**config.mk**
```make
export PLATFORM = sky130hd
export DESIGN_NAME = crc16_frame_ctrl
export DESIGN_NICKNAME = d
export VERILOG_FILES = /design/src/rtl/crc16_frame_ctrl_pkg.sv /design/src/rtl/crc16_frame_ctrl.sv
export SDC_FILE = /design/constraint.sdc
export NUM_CORES = 1
export LEC_CHECK = 0
export CORE_MARGIN = 5
export CORE_UTILIZATION = 43
export CTS_CLUSTER_SIZE = 10
export DETAILED_ROUTE_END_ITERATION = 8
export MAX_ROUTING_LAYER = met4
export PLACE_DENSITY_LB_ADDON = 0.25
export SLEW_MARGIN = 30
export SYNTH_ARGS = -nofsm -noshare
export SYNTH_HDL_FRONTEND = slang
export SYNTH_SLANG_ARGS = --single-unit
```
**constraint.sdc**
```tcl
create_clock -name clk -period 2.1 [get_ports clk]
set_input_delay 0.42 -clock clk [delete_from_list [all_inputs] [get_ports clk]]
set_output_delay 0.42 -clock clk [all_outputs]
set_load 0.005 [all_outputs]
```
**src/rtl/crc16_frame_ctrl_pkg.sv**
```systemverilog
// ---------------------------------------------------------------------------
// crc16_frame_ctrl_pkg
// Shared definitions for the CRC-16 frame sequencer: FSM state encoding,
// CRC-16/CCITT constants (poly 0x1021, preset 0xFFFF) and the good residue
// observed after a frame that carries its own ones'-complement CRC.
// ---------------------------------------------------------------------------
package crc16_frame_ctrl_pkg;

    typedef enum logic [2:0] {
        ST_IDLE    = 3'd0,
        ST_LOAD    = 3'd1,
        ST_FETCH   = 3'd2,
        ST_BITS    = 3'd3,
        ST_CRC_OUT = 3'd4,
        ST_DONE    = 3'd5
    } state_t;

    localparam logic [15:0] CRC16_PRESET  = 16'hFFFF;
    localparam logic [15:0] CRC16_RESIDUE = 16'h1D0F;
    localparam logic [15:0] CRC16_POLY    = 16'h1021;

    // Last index of the per-byte bit counter and of the CRC shift-out counter
    localparam logic [2:0]  BIT_LAST      = 3'd7;
    localparam logic [3:0]  CRC_BIT_LAST  = 4'd15;

endpackage

```
**src/rtl/crc16_frame_ctrl.sv**
```systemverilog
// ---------------------------------------------------------------------------
// crc16_frame_ctrl
// Frame-level sequencer for an external bit-serial CRC-16 engine. Payload
// bytes arrive over valid/ready and are fed MSB-first into the engine.
//   generate mode (i_mode=0): payload bits plus ~CRC are emitted on o_tx_*
//   check mode    (i_mode=1): payload + 2 CRC bytes; residue compared to RESIDUE
// Ports:
//   clk, rst                 clock, asynchronous active-high reset
//   i_start/i_mode/i_len     frame start pulse, mode and byte count (IDLE only)
//   i_byte/i_byte_valid      payload byte stream; o_byte_ready accepts it
//   o_crc_reload/valid/data/shift  engine controls; i_crc_reg engine register
//   o_tx_bit/o_tx_valid      serial frame bitstream, MSB-first
//   o_busy                   high outside IDLE
//   o_done/o_crc_ok/o_crc_value  registered frame result, held until next DONE
// ---------------------------------------------------------------------------
module crc16_frame_ctrl
    import crc16_frame_ctrl_pkg::*;
#(
    parameter int          LEN_W   = 8,
    parameter logic [15:0] RESIDUE = CRC16_RESIDUE
) (
    input  logic             clk,
    input  logic             rst,
    input  logic             i_start,
    input  logic             i_mode,
    input  logic [LEN_W-1:0] i_len,
    input  logic [7:0]       i_byte,
    input  logic             i_byte_valid,
    output logic             o_byte_ready,
    output logic             o_crc_reload,
    output logic             o_crc_valid,
    output logic             o_crc_data,
    output logic             o_crc_shift,
    input  logic [15:0]      i_crc_reg,
    output logic             o_tx_bit,
    output logic             o_tx_valid,
    output logic             o_busy,
    output logic             o_done,
    output logic             o_crc_ok,
    output logic [15:0]      o_crc_value
);

    localparam logic [LEN_W-1:0] LEN_ZERO = {LEN_W{1'b0}};
    localparam logic [LEN_W-1:0] LEN_ONE  = {{(LEN_W-1){1'b0}}, 1'b1};

    state_t             r_state;
    state_t             w_next_state;
    logic               r_mode;
    logic [LEN_W-1:0]   r_byte_cnt;
    logic [7:0]         r_sr;
    logic [2:0]         r_bit_cnt;
    logic [3:0]         r_crc_cnt;
    logic               r_done;
    logic               r_crc_ok;
    logic [15:0]        r_crc_value;
    logic               w_accept;
    logic               w_start;

    assign w_accept = (r_state == ST_FETCH) && i_byte_valid;
    assign w_start  = (r_state == ST_IDLE) && i_start;

    // State register
    always_ff @(posedge clk or posedge rst) begin
        if (rst) begin
            r_state <= ST_IDLE;
        end else begin
            r_state <= w_next_state;
        end
    end

    // Next-state logic; after the payload, generate goes to CRC_OUT, check skips it
    always_comb begin
        w_next_state = r_state;
        case (r_state)
            ST_IDLE: begin
                if (i_start) begin
                    w_next_state = ST_LOAD;
                end else begin
                    w_next_state = ST_IDLE;
                end
            end
            ST_LOAD: begin
                if (r_byte_cnt != LEN_ZERO) begin
                    w_next_state = ST_FETCH;
                end else if (r_mode) begin
                    w_next_state = ST_DONE;
                end else begin
                    w_next_state = ST_CRC_OUT;
                end
            end
            ST_FETCH: begin
                if (i_byte_valid) begin
                    w_next_state = ST_BITS;
                end else begin
                    w_next_state = ST_FETCH;
                end
            end
            ST_BITS: begin
                if (r_bit_cnt != BIT_LAST) begin
                    w_next_state = ST_BITS;
                end else if (r_byte_cnt != LEN_ZERO) begin
                    w_next_state = ST_FETCH;
                end else if (r_mode) begin
                    w_next_state = ST_DONE;
                end else begin
                    w_next_state = ST_CRC_OUT;
                end
            end
            ST_CRC_OUT: begin
                if (r_crc_cnt == CRC_BIT_LAST) begin
                    w_next_state = ST_DONE;
                end else begin
                    w_next_state = ST_CRC_OUT;
                end
            end
            ST_DONE: begin
                w_next_state = ST_IDLE;
            end
            default: begin
                w_next_state = ST_IDLE;
            end
        endcase
    end

    // Moore output decode; CRC_OUT streams the complemented engine MSB while the engine shifts
    always_comb begin
        o_byte_ready = 1'b0;
        o_crc_reload = 1'b0;
        o_crc_valid  = 1'b0;
        o_crc_data   = 1'b0;
        o_crc_shift  = 1'b0;
        o_tx_bit     = 1'b0;
        o_tx_valid   = 1'b0;
        o_busy       = 1'b1;
        case (r_state)
            ST_IDLE: begin
                o_busy = 1'b0;
            end
            ST_LOAD: begin
                o_crc_reload = 1'b1;
            end
            ST_FETCH: begin
                o_byte_ready = 1'b1;
            end
            ST_BITS: begin
                o_crc_valid = 1'b1;
                o_crc_data  = r_sr[7];
                if (!r_mode) begin
                    o_tx_valid = 1'b1;
                    o_tx_bit   = r_sr[7];
                end else begin
                    o_tx_valid = 1'b0;
                    o_tx_bit   = 1'b0;
                end
            end
            ST_CRC_OUT: begin
                o_crc_valid = 1'b1;
                o_crc_shift = 1'b1;
                o_tx_valid  = 1'b1;
                o_tx_bit    = ~i_crc_reg[15];
            end
            ST_DONE: begin
                o_busy = 1'b1;
            end
            default: begin
                o_busy = 1'b1;
            end
        endcase
    end

    // Frame datapath: latched mode/length, byte shift register and the three counters
    always_ff @(posedge clk or posedge rst) begin
        if (rst) begin
            r_mode     <= 1'b0;
            r_byte_cnt <= LEN_ZERO;
            r_sr       <= 8'h00;
            r_bit_cnt  <= 3'd0;
            r_crc_cnt  <= 4'd0;
        end else begin
            if (w_start) begin
                r_mode     <= i_mode;
                r_byte_cnt <= i_len;
            end else if (w_accept) begin
                r_byte_cnt <= r_byte_cnt - LEN_ONE;
            end else begin
                r_byte_cnt <= r_byte_cnt;
            end

            if (w_accept) begin
                r_sr      <= i_byte;
                r_bit_cnt <= 3'd0;
            end else if (r_state == ST_BITS) begin
                r_sr      <= {r_sr[6:0], 1'b0};
                r_bit_cnt <= r_bit_cnt + 3'd1;
            end else begin
                r_sr      <= r_sr;
                r_bit_cnt <= r_bit_cnt;
            end

            if (r_state == ST_LOAD) begin
                r_crc_cnt <= 4'd0;
            end else if (r_state == ST_CRC_OUT) begin
                r_crc_cnt <= r_crc_cnt + 4'd1;
            end else begin
                r_crc_cnt <= r_crc_cnt;
            end
        end
    end

    // Result registers; the first CRC_OUT cycle is the one where the engine still holds the final CRC
    always_ff @(posedge clk or posedge rst) begin
        if (rst) begin
            r_done      <= 1'b0;
            r_crc_ok    <= 1'b0;
            r_crc_value <= 16'h0000;
        end else begin
            r_done <= (r_state == ST_DONE);

            if (w_start) begin
                r_crc_ok <= 1'b0;
            end else if (r_state == ST_DONE) begin
                r_crc_ok <= r_mode ? (i_crc_reg == RESIDUE) : 1'b1;
            end else begin
                r_crc_ok <= r_crc_ok;
            end

            if ((r_state == ST_CRC_OUT) && (r_crc_cnt == 4'd0)) begin
                r_crc_value <= ~i_crc_reg;
            end else if ((r_state == ST_DONE) && r_mode) begin
                r_crc_value <= i_crc_reg;
            end else begin
                r_crc_value <= r_crc_value;
            end
        end
    end

    assign o_done      = r_done;
    assign o_crc_ok    = r_crc_ok;
    assign o_crc_value = r_crc_value;

endmodule

```
; Yosys cells after proc, flatten, opt, wreduce, memory -nomap -nowiden
; Index checks and enable logic that the tools add are counted.
[classes]
mux = 30
div_mod_pow = 0
multipliers = 0
n_eq_ne = 8
order_cmp = 0
reduce_logical = 13
n_bitwise = 2
shift = 0
n_addsub = 3
[ops]
columns = cell, n
row1 = $mux W16, 2
row2 = $mux W8, 4
row3 = $eq A16 B13 Y1 const B, 1
row4 = $not A16 Y16, 1
row5 = $mux W1, 15
row6 = $pmux W3 S5, 1
row7 = $mux W3, 4
row8 = $reduce_bool A2 Y1, 5
row9 = $mux W4, 2
row10 = $reduce_bool A8 Y1, 1
row11 = $sub A8 B1 Y8 const B, 1
row12 = $eq A3 B2 Y1 const B, 2
row13 = $eq A3 B3 Y1 const B, 2
row14 = $add A4 B1 Y4 const B, 1
row15 = $eq A4 B4 Y1 const B, 1
row16 = $logic_and A1 B1 Y1, 4
row17 = $logic_not A4 Y1, 1
row18 = $pmux W1 S2, 2
row19 = $add A3 B1 Y3 const B, 1
row20 = $eq A3 B1 Y1 const B, 1
row21 = $logic_not A3 Y1, 1
row22 = $ne A3 B3 Y1 const B, 1
row23 = $reduce_or A2 Y1, 1
row24 = $not A1 Y1, 1
[word_totals]
output_inout_bits = 26
mem_bits_rw = 0
mem_bits_ro = 0
reg_bits = 45
n_memories = 0
latchBits = 0
wordCells = 65

; Logic depth before layout (Yosys ltp)
; Gate-level depths: netlist of run 1.
[logic_depth]
depth_word = 4
depth_mapped = 8
ltp_nobuf = 6

; Least setup slack after synthesis of run 1
; OpenSTA, ideal clock, no wires.
[synth_path]
path_kind = register to output
startpoint = reg r_state[0]
endpoint = out o_tx_bit
setup_slack_ns = 0.536
required_ns = 1.680
n_path_buf = 2
arrival_time_ns = 1.144
stages_incl_launch_ff = 6
path_cell_list = dfrtp_1 -> buf_2 -> and3b_1 -> buf_4 -> nand2_1 -> o22ai_1
[synth_via]
elab_chain_cells = 2
word_cells_on_any_way = 3
[synth_lines]
columns = item, line_no
row1 = from (decl), crc16_frame_ctrl.sv:46  ; state_t r_state;
row2 = from (signal assigned), crc16_frame_ctrl.sv:67  ; r_state <= w_next_state;
row3 = $eq A3 B3 Y1 or $eq A3 B2 Y1 (tied branches), crc16_frame_ctrl.sv:135  ; case (r_state)
row4 = $pmux W1 S2 (*), crc16_frame_ctrl.sv:135
row5 = to (decl), crc16_frame_ctrl.sv:35  ; output logic o_tx_bit,
; Mark *: on every way between the ends. The rest lies on a longest branch, timed or not.

; Final worst setup path of run 1
[layout_path]
startpoint = reg r_state[1]
endpoint = out o_crc_valid
[layout_via]
elab_chain_cells = 3
word_cells_on_any_way = 4
[layout_lines]
columns = item, line_no
row1 = $eq A3 B2 Y1 or $eq A3 B3 Y1 (tied branches), crc16_frame_ctrl.sv:135
row2 = $reduce_or A2 Y1 (no line) (*), n/a
row3 = $mux W1 (*), crc16_frame_ctrl.sv:135
row4 = to (decl), crc16_frame_ctrl.sv:31  ; output logic o_crc_valid,
; Marked as above.

==> reports/results.ini, run 1 <==
[yosys]
synthFlopType = dfrtp_1
synthCells = 239
syn-cell-area_sq_um = 2500
syn_area_per_cell_sq_um = 10.4
syn_nets = 281
ys_types = 48
ys_warn_count = 0
yosysSeqAreaShare_pct = 45.1
async_reset_ff_share_pct = 100
synth-seq-cells = 45
synth_edf_count = 0

[final_layout]
layout.nets = 349
final_area_sq_um = 3340
syn_to_final_growth_pct = 33.8
mostFrequentLayoutCells = clkdlybuf4s50_1 (56), nand2_1 (47), dfrtp_1 (42), o211ai_2 (21)
diodes = 0
drive_above_1_share_pct = 19.5
instances_no_fill = 380
layout_commonest_cell = clkdlybuf4s50_1

[placement]
gp_congestion = 0.794
place_inst = 368
hpwl_microns = 4060
placed_cell_area_sq_um = 3170
port_buffers = 62
place_ws_ps = -45.7

[clock_network]
cts_buffers = 5
cts_max_level = 2
cts-root-buf = clkbuf_8
clkSinkCount = 45
cts_hold_buf = 0
clk_latency_ps = 300
path_clk_slew_ps = 90
cts_tree = yes
clk_path_buf_depth = 2

[floorplanning]
core_area_sq_um = 5570
rows = 27
io_pins = 63
die_area_sq_um = 7430
initial_core_util_pct = 44.8
die_w_microns = 86.2
die_height_microns = 86.2

[sta]
rsz0062_at_grt = false
tightestPinTransition_ps = 729
fmax_mhz = 498
timing.hold.ws_ps = 472
drv_slew = 0
fin_skew_ps = 6.87
hold_violations = 0
period_minus_slack_ps = 2010
fin_ws_ps = 90.7
min_period_over_period_pct = 95.7
maxSlewHeadroom_pct = 51.2
finalSetupViolations = 0

[route]
vias = 1984
ant_nets = 0
wirelength_microns = 5670
drc = 0
drt_iter0_drc = 67
post_drt_wl_per_cell_microns = 14.9
drt_pre_antenna_iters = 4
via_per_inst = 5.22

[setup_path]
path_class = register to output port
path_max_fanout = 6
worst_ep_arrival_time_ps = 1590
end_kind = output port
timing.critical_path.required_ps = 1680
crit_path_start_kind = register

[power]
p_per_area_nw_per_um2 = 890
ir_drop_mv = 0.458
cellLeakagePower_nw = 1.43
p_total_w = 0.00297

[global_routing]
track_usage_pct = 16.2
antenna_found_initial = 0
grt_max_degree = 46
grt_pass1_vias = 2009
grt-ovfl-total = 0
grt_pass1_wl_microns = 9320

[flow_run]
maxCapViolations = 0

[status]
status = finished, final reports clean

[hold_path]
hold_path.class = input port to asynchronous set/reset pin

state kept, by name, summed over array words and instances, names as in the netlist:
name / flops
o_crc_value: 16
r_byte_cnt: 8
r_mode: 1
r_crc_cnt: 4
o_done: 1
r_state: 3
r_bit_cnt: 3
r_sr: 8
o_crc_ok: 1
path summary, 6_finish.rpt:
| check | start | end | slack, ps | cells past startpoint |
|---|---|---|---|---|
| hold reg to reg | r_sr[5] | r_sr[5] | 490 | 2 |
| hold / removal | rst | r_byte_cnt[4] | 470 | 3 |
| max in group asynchronous | rst | r_state[0] | 1400 | 3 |
| setup / recovery | r_state[1] | o_crc_valid | 90 | 4 |
| min in group clk | r_sr[5] | r_sr[5] | 490 | 2 |
| setup reg to reg | r_state[1] | r_bit_cnt[1] | 250 | 5 |
kinds of logic (layout without fill, tap and decap cells):
kind of cell / count (synthesis) / after routing / synth area share [%]
AND/OR/NAND/NOR: 93 / 93 / 20.6
XOR/XNOR: 7 / 7 / 2.46
flip-flops: 45 / 45 / 45.1
AO/OA/AOI/OAI: 66 / 66 / 23.3
buffers and inverters: 23 / 92 / 6.01
adder cells (fa/ha/maj): 5 / 5 / 2.51
per-stage QoR:
stage	TNS, ps	utilization (%)
3_3_place_gp	-22.5	56.9
2_1_floorplan	0	-
5_1_grt	0	59.9
6_report	0	59.9
3_5_place_dp	-45.7	56.9
4_1_cts	0	59.5
critical path, cell delays in order, from the launching register on:
cell             delay [ps]
dfrtp_2                 430
buf_4                   140
nand3b_1                120
nand2_1                 100
clkdlybuf4s50_1         500
metal layers:
metal / wire [microns] / part of all wire [%] / up-vias / GRT usage, %
met5: 0 / 0 / - / -
met4: 60 / 1.1 / 0 / 4.53
met3: 428 / 7.5 / 6 / 4.75
met2: 2680 / 47 / 55 / 25.6
met1: 2510 / 44 / 926 / 20.5
li1: - / - / 997 / -
cell usage after synthesis, drive strengths merged, types with 3 or more instances:
| cell | n | area share, % |
|---|---|---|
| a211oi | 5 | 1.7 |
| a21oi | 3 | 0.60 |
| a22o | 4 | 1.4 |
| a22oi | 8 | 2.4 |
| and2 | 3 | 0.85 |
| buf | 14 | 4.6 |
| dfrtp | 45 | 45 |
| ha | 5 | 2.5 |
| inv | 9 | 1.5 |
| nand2 | 49 | 7.6 |
| nor2 | 13 | 2.3 |
| nor3 | 4 | 1.0 |
| o211ai | 28 | 13 |
| o21ai | 12 | 2.4 |
| xor2 | 6 | 2.1 |
cell type report:
| class | count | area (sq um) |
|---|---|---|
| flip-flops and latches | 45 | 1130 |
| clock buffers | 6 | 82.6 |
| clock inverters | 2 | 37.5 |
| fillers | 480 | 2230 |
| inverters | 9 | 36.3 |
| repair buffers | 75 | 731 |
| multi-input cells | 171 | 1230 |
| well taps | 72 | 90.1 |
where the power goes:
group          leakage [nW]  internal (W)  switching, W
sequential            0.551       0.00108      0.000209
clock                0.0574      0.000387      0.000307
combinational         0.817      0.000528      0.000457
total                  1.43       0.00200      0.000973
what timing repair did:
item	CTS	global route
endpoints found under the setup margin	7	3
resized for setup	10	3
setup buffers	2	2
No activity file was read; power rests on OpenSTA's default activity.
==> run 2: changes to the inputs <==
SKIP_LAST_GASP = 1   (was unset)
==> run 2 against run 1 <==
Effect of this change:
- register-to-register slack hardly changed
- count of clock-buffer cells in the layout unchanged
- hold slack hardly changed
- cell count did not move
- cell area hardly changed
- sequential share of layout area about the same
- critical path type unchanged
- critical endpoint is now o_busy
==> reports/results.ini, run 2 (synthesis results as in run 1) <==
[status]
status = finished, final reports clean

[route]
drc = 0  ; unchanged
via_per_inst = 5.22  ; unchanged
wirelength_microns = 5680  ; about the same
wl_met1_microns = 2510  ; about the same
drt_iter0_drc = 70  ; +4.5%
drt_pre_antenna_iters = 4  ; unchanged
vias = 1984  ; unchanged
ant_nets = 0  ; unchanged
maxUsedRoutingLayer = met4
wl_met3_microns = 430  ; +0.47%
post_drt_wl_per_cell_microns = 14.9  ; about the same
wl_met2_microns = 2680  ; unchanged

[flow_run]
maxCapViolations = 0  ; unchanged

[placement]
hpwl_microns = 4060  ; unchanged
place_ws_ps = -45.7  ; unchanged
port_buffers = 62  ; unchanged
place_inst = 368  ; unchanged
gp_congestion = 0.794  ; unchanged

[power]
swShare_pct = 32.7  ; about the same
cellLeakagePower_nw = 1.43  ; about the same
clkPwrFrac_pct = 23.4  ; about the same
p_seq_share_pct = 43.5  ; about the same
p_per_area_nw_per_um2 = 891  ; about the same
p_sw_w = 0.000973  ; about the same
p_int_w = 0.00200  ; about the same
p_total_w = 0.00297  ; about the same
p_comb_share_pct = 33.1  ; about the same
ir_drop_mv = 0.458  ; about the same

[setup_path]
r2r-start = r_state[1]
cpPeakStageDelay_ps = 480  ; -20 ps
slowest_stage = dfrtp_2
critPathBufInv = 3  ; +1
path_max_fanout = 8  ; +2
worstSetupPathDepth = 4  ; unchanged
critical_path.top_delay_family = buffers and inverters
reg2regPathDepth = 5  ; unchanged
path_class = register to output port
end_kind = output port
r2r_end = r_bit_cnt[1]
rrSetupSlack_ps = 250  ; about the same
worst_ep_arrival_time_ps = 1630  ; +40 ps
crit_chain = buf_4 -> nor3_4 -> inv_1 -> clkdlybuf4s50_1
timing.critical_path.required_ps = 1680  ; about the same
crit_path_start_kind = register

[global_routing]
grt-ovfl-total = 0  ; unchanged
track_usage_pct = 16.2  ; unchanged
grt_pass1_wl_microns = 9320  ; unchanged
grt_max_degree = 46  ; unchanged
grt_pass1_vias = 2009  ; unchanged
antenna_found_initial = 0  ; unchanged

[floorplanning]
die_height_microns = 86.2  ; unchanged
core_area_sq_um = 5570  ; unchanged
io_pins = 63  ; unchanged
initial_core_util_pct = 44.8  ; unchanged
die_area_sq_um = 7430  ; unchanged
rows = 27  ; unchanged
die_w_microns = 86.2  ; unchanged

[final_layout]
instances_no_fill = 380  ; unchanged
largest_register_ffs = 16  ; unchanged
finish.utilization_pct = 59.9  ; about the same
diodes = 0  ; unchanged
layout.nets = 349  ; unchanged
syn_to_final_growth_pct = 33.7  ; about the same
fillCellCount = 481  ; +0.21%
mostFrequentLayoutCells = clkdlybuf4s50_1 (57), nand2_1 (47), dfrtp_1 (42), o211ai_2 (21)
drive_above_1_share_pct = 19.5  ; unchanged
layout_commonest_cell = clkdlybuf4s50_1

[sta]
period_minus_slack_ps = 2050  ; +45.2 ps
fin_skew_ps = 6.87  ; unchanged
rsz0062_at_grt = true
timing.hold.ws_ps = 472  ; +0.00400 ps
hold_violations = 0  ; unchanged
maxSlewHeadroom_pct = 51.2  ; unchanged
min_period_over_period_pct = 97.8  ; +2.2 points
tightestPinTransition_ps = 729  ; unchanged
drv_slew = 0  ; unchanged
finalSetupViolations = 0  ; unchanged
fin_ws_ps = 45.5  ; -45.2 ps
fmax_mhz = 487  ; -2.2%

[clock_network]
path_clk_slew_ps = 90  ; about the same
clkSinkCount = 45  ; unchanged
cts_hold_buf = 0  ; unchanged
cts_buffers = 5  ; unchanged
cts-root-buf = clkbuf_8
cts_tree = yes
cts_max_level = 2  ; unchanged
clk_path_buf_depth = 2  ; unchanged
clk_latency_ps = 300  ; about the same

[hold_path]
hold_path.class = input port to asynchronous set/reset pin

-- run 2: cell type report --
type | instances | area (sq um) | share of cell area, %
clock buffer | 6 | 82.6 | 2.47
clock inverter | 2 | 37.5 | 1.12
inverter | 9 | 36.3 | 1.09
multi-input combinational | 171 | 1230 | 36.9
sequential | 45 | 1130 | 33.9
tap | 72 | 90.1 | 2.70
timing repair buffer | 75 | 728 | 21.8
-- run 2: power by group through the flow --
stage | logic (W) | registers [W] | clock network [W]
after floorplan | 0.000648 | 0.00125 | 0
after global placement | 0.000967 | 0.00130 | 0
after detailed placement | 0.00101 | 0.00130 | 0
after CTS | 0.000996 | 0.00129 | 0.000715
after global routing | 0.00110 | 0.00133 | 0.000749
final | 0.000985 | 0.00129 | 0.000694
-- run 2: worst max path at each step --
stage / start / endpoint / slack (ps)
final: r_state[0] / o_busy / 50
after global routing: r_state[0] / o_busy / -50
after CTS: r_state[1] / o_busy / 2
after detailed placement: i_crc_reg[15] / o_tx_bit / -50
after global placement: i_crc_reg[15] / o_tx_bit / -20
after floorplan: r_state[0] / o_tx_bit / 540
-- run 2: metrics by stage --
stage / setup TNS, ps / area, sq um
floorplan: 0 / 2500
global placement: -22.5 / 3170
detailed placement: -45.7 / 3170
CTS: 0 / 3320
global route: -46.8 / 3340
finish: 0 / 3340
-- run 2: worst register-to-register path: stages, from the launching register on --
cell and delay [ps]:
dfrtp_2 460, buf_4 150, and3b_2 200, buf_4 170, nor2_1 580, a22o_1 230
-- run 2: repair_timing --
action,4_1_cts,5_1_grt
setup buffers,2,2
endpoints found under the setup margin,7,3
gates resized for setup,10,2
-- run 2: layer usage --
layer | vias to the layer above | track usage (%)
li1 | 997 | -
met1 | 926 | 20.5
met2 | 55 | 25.6
met3 | 6 | 4.75
met4 | 0 | 4.53
met5 | - | -
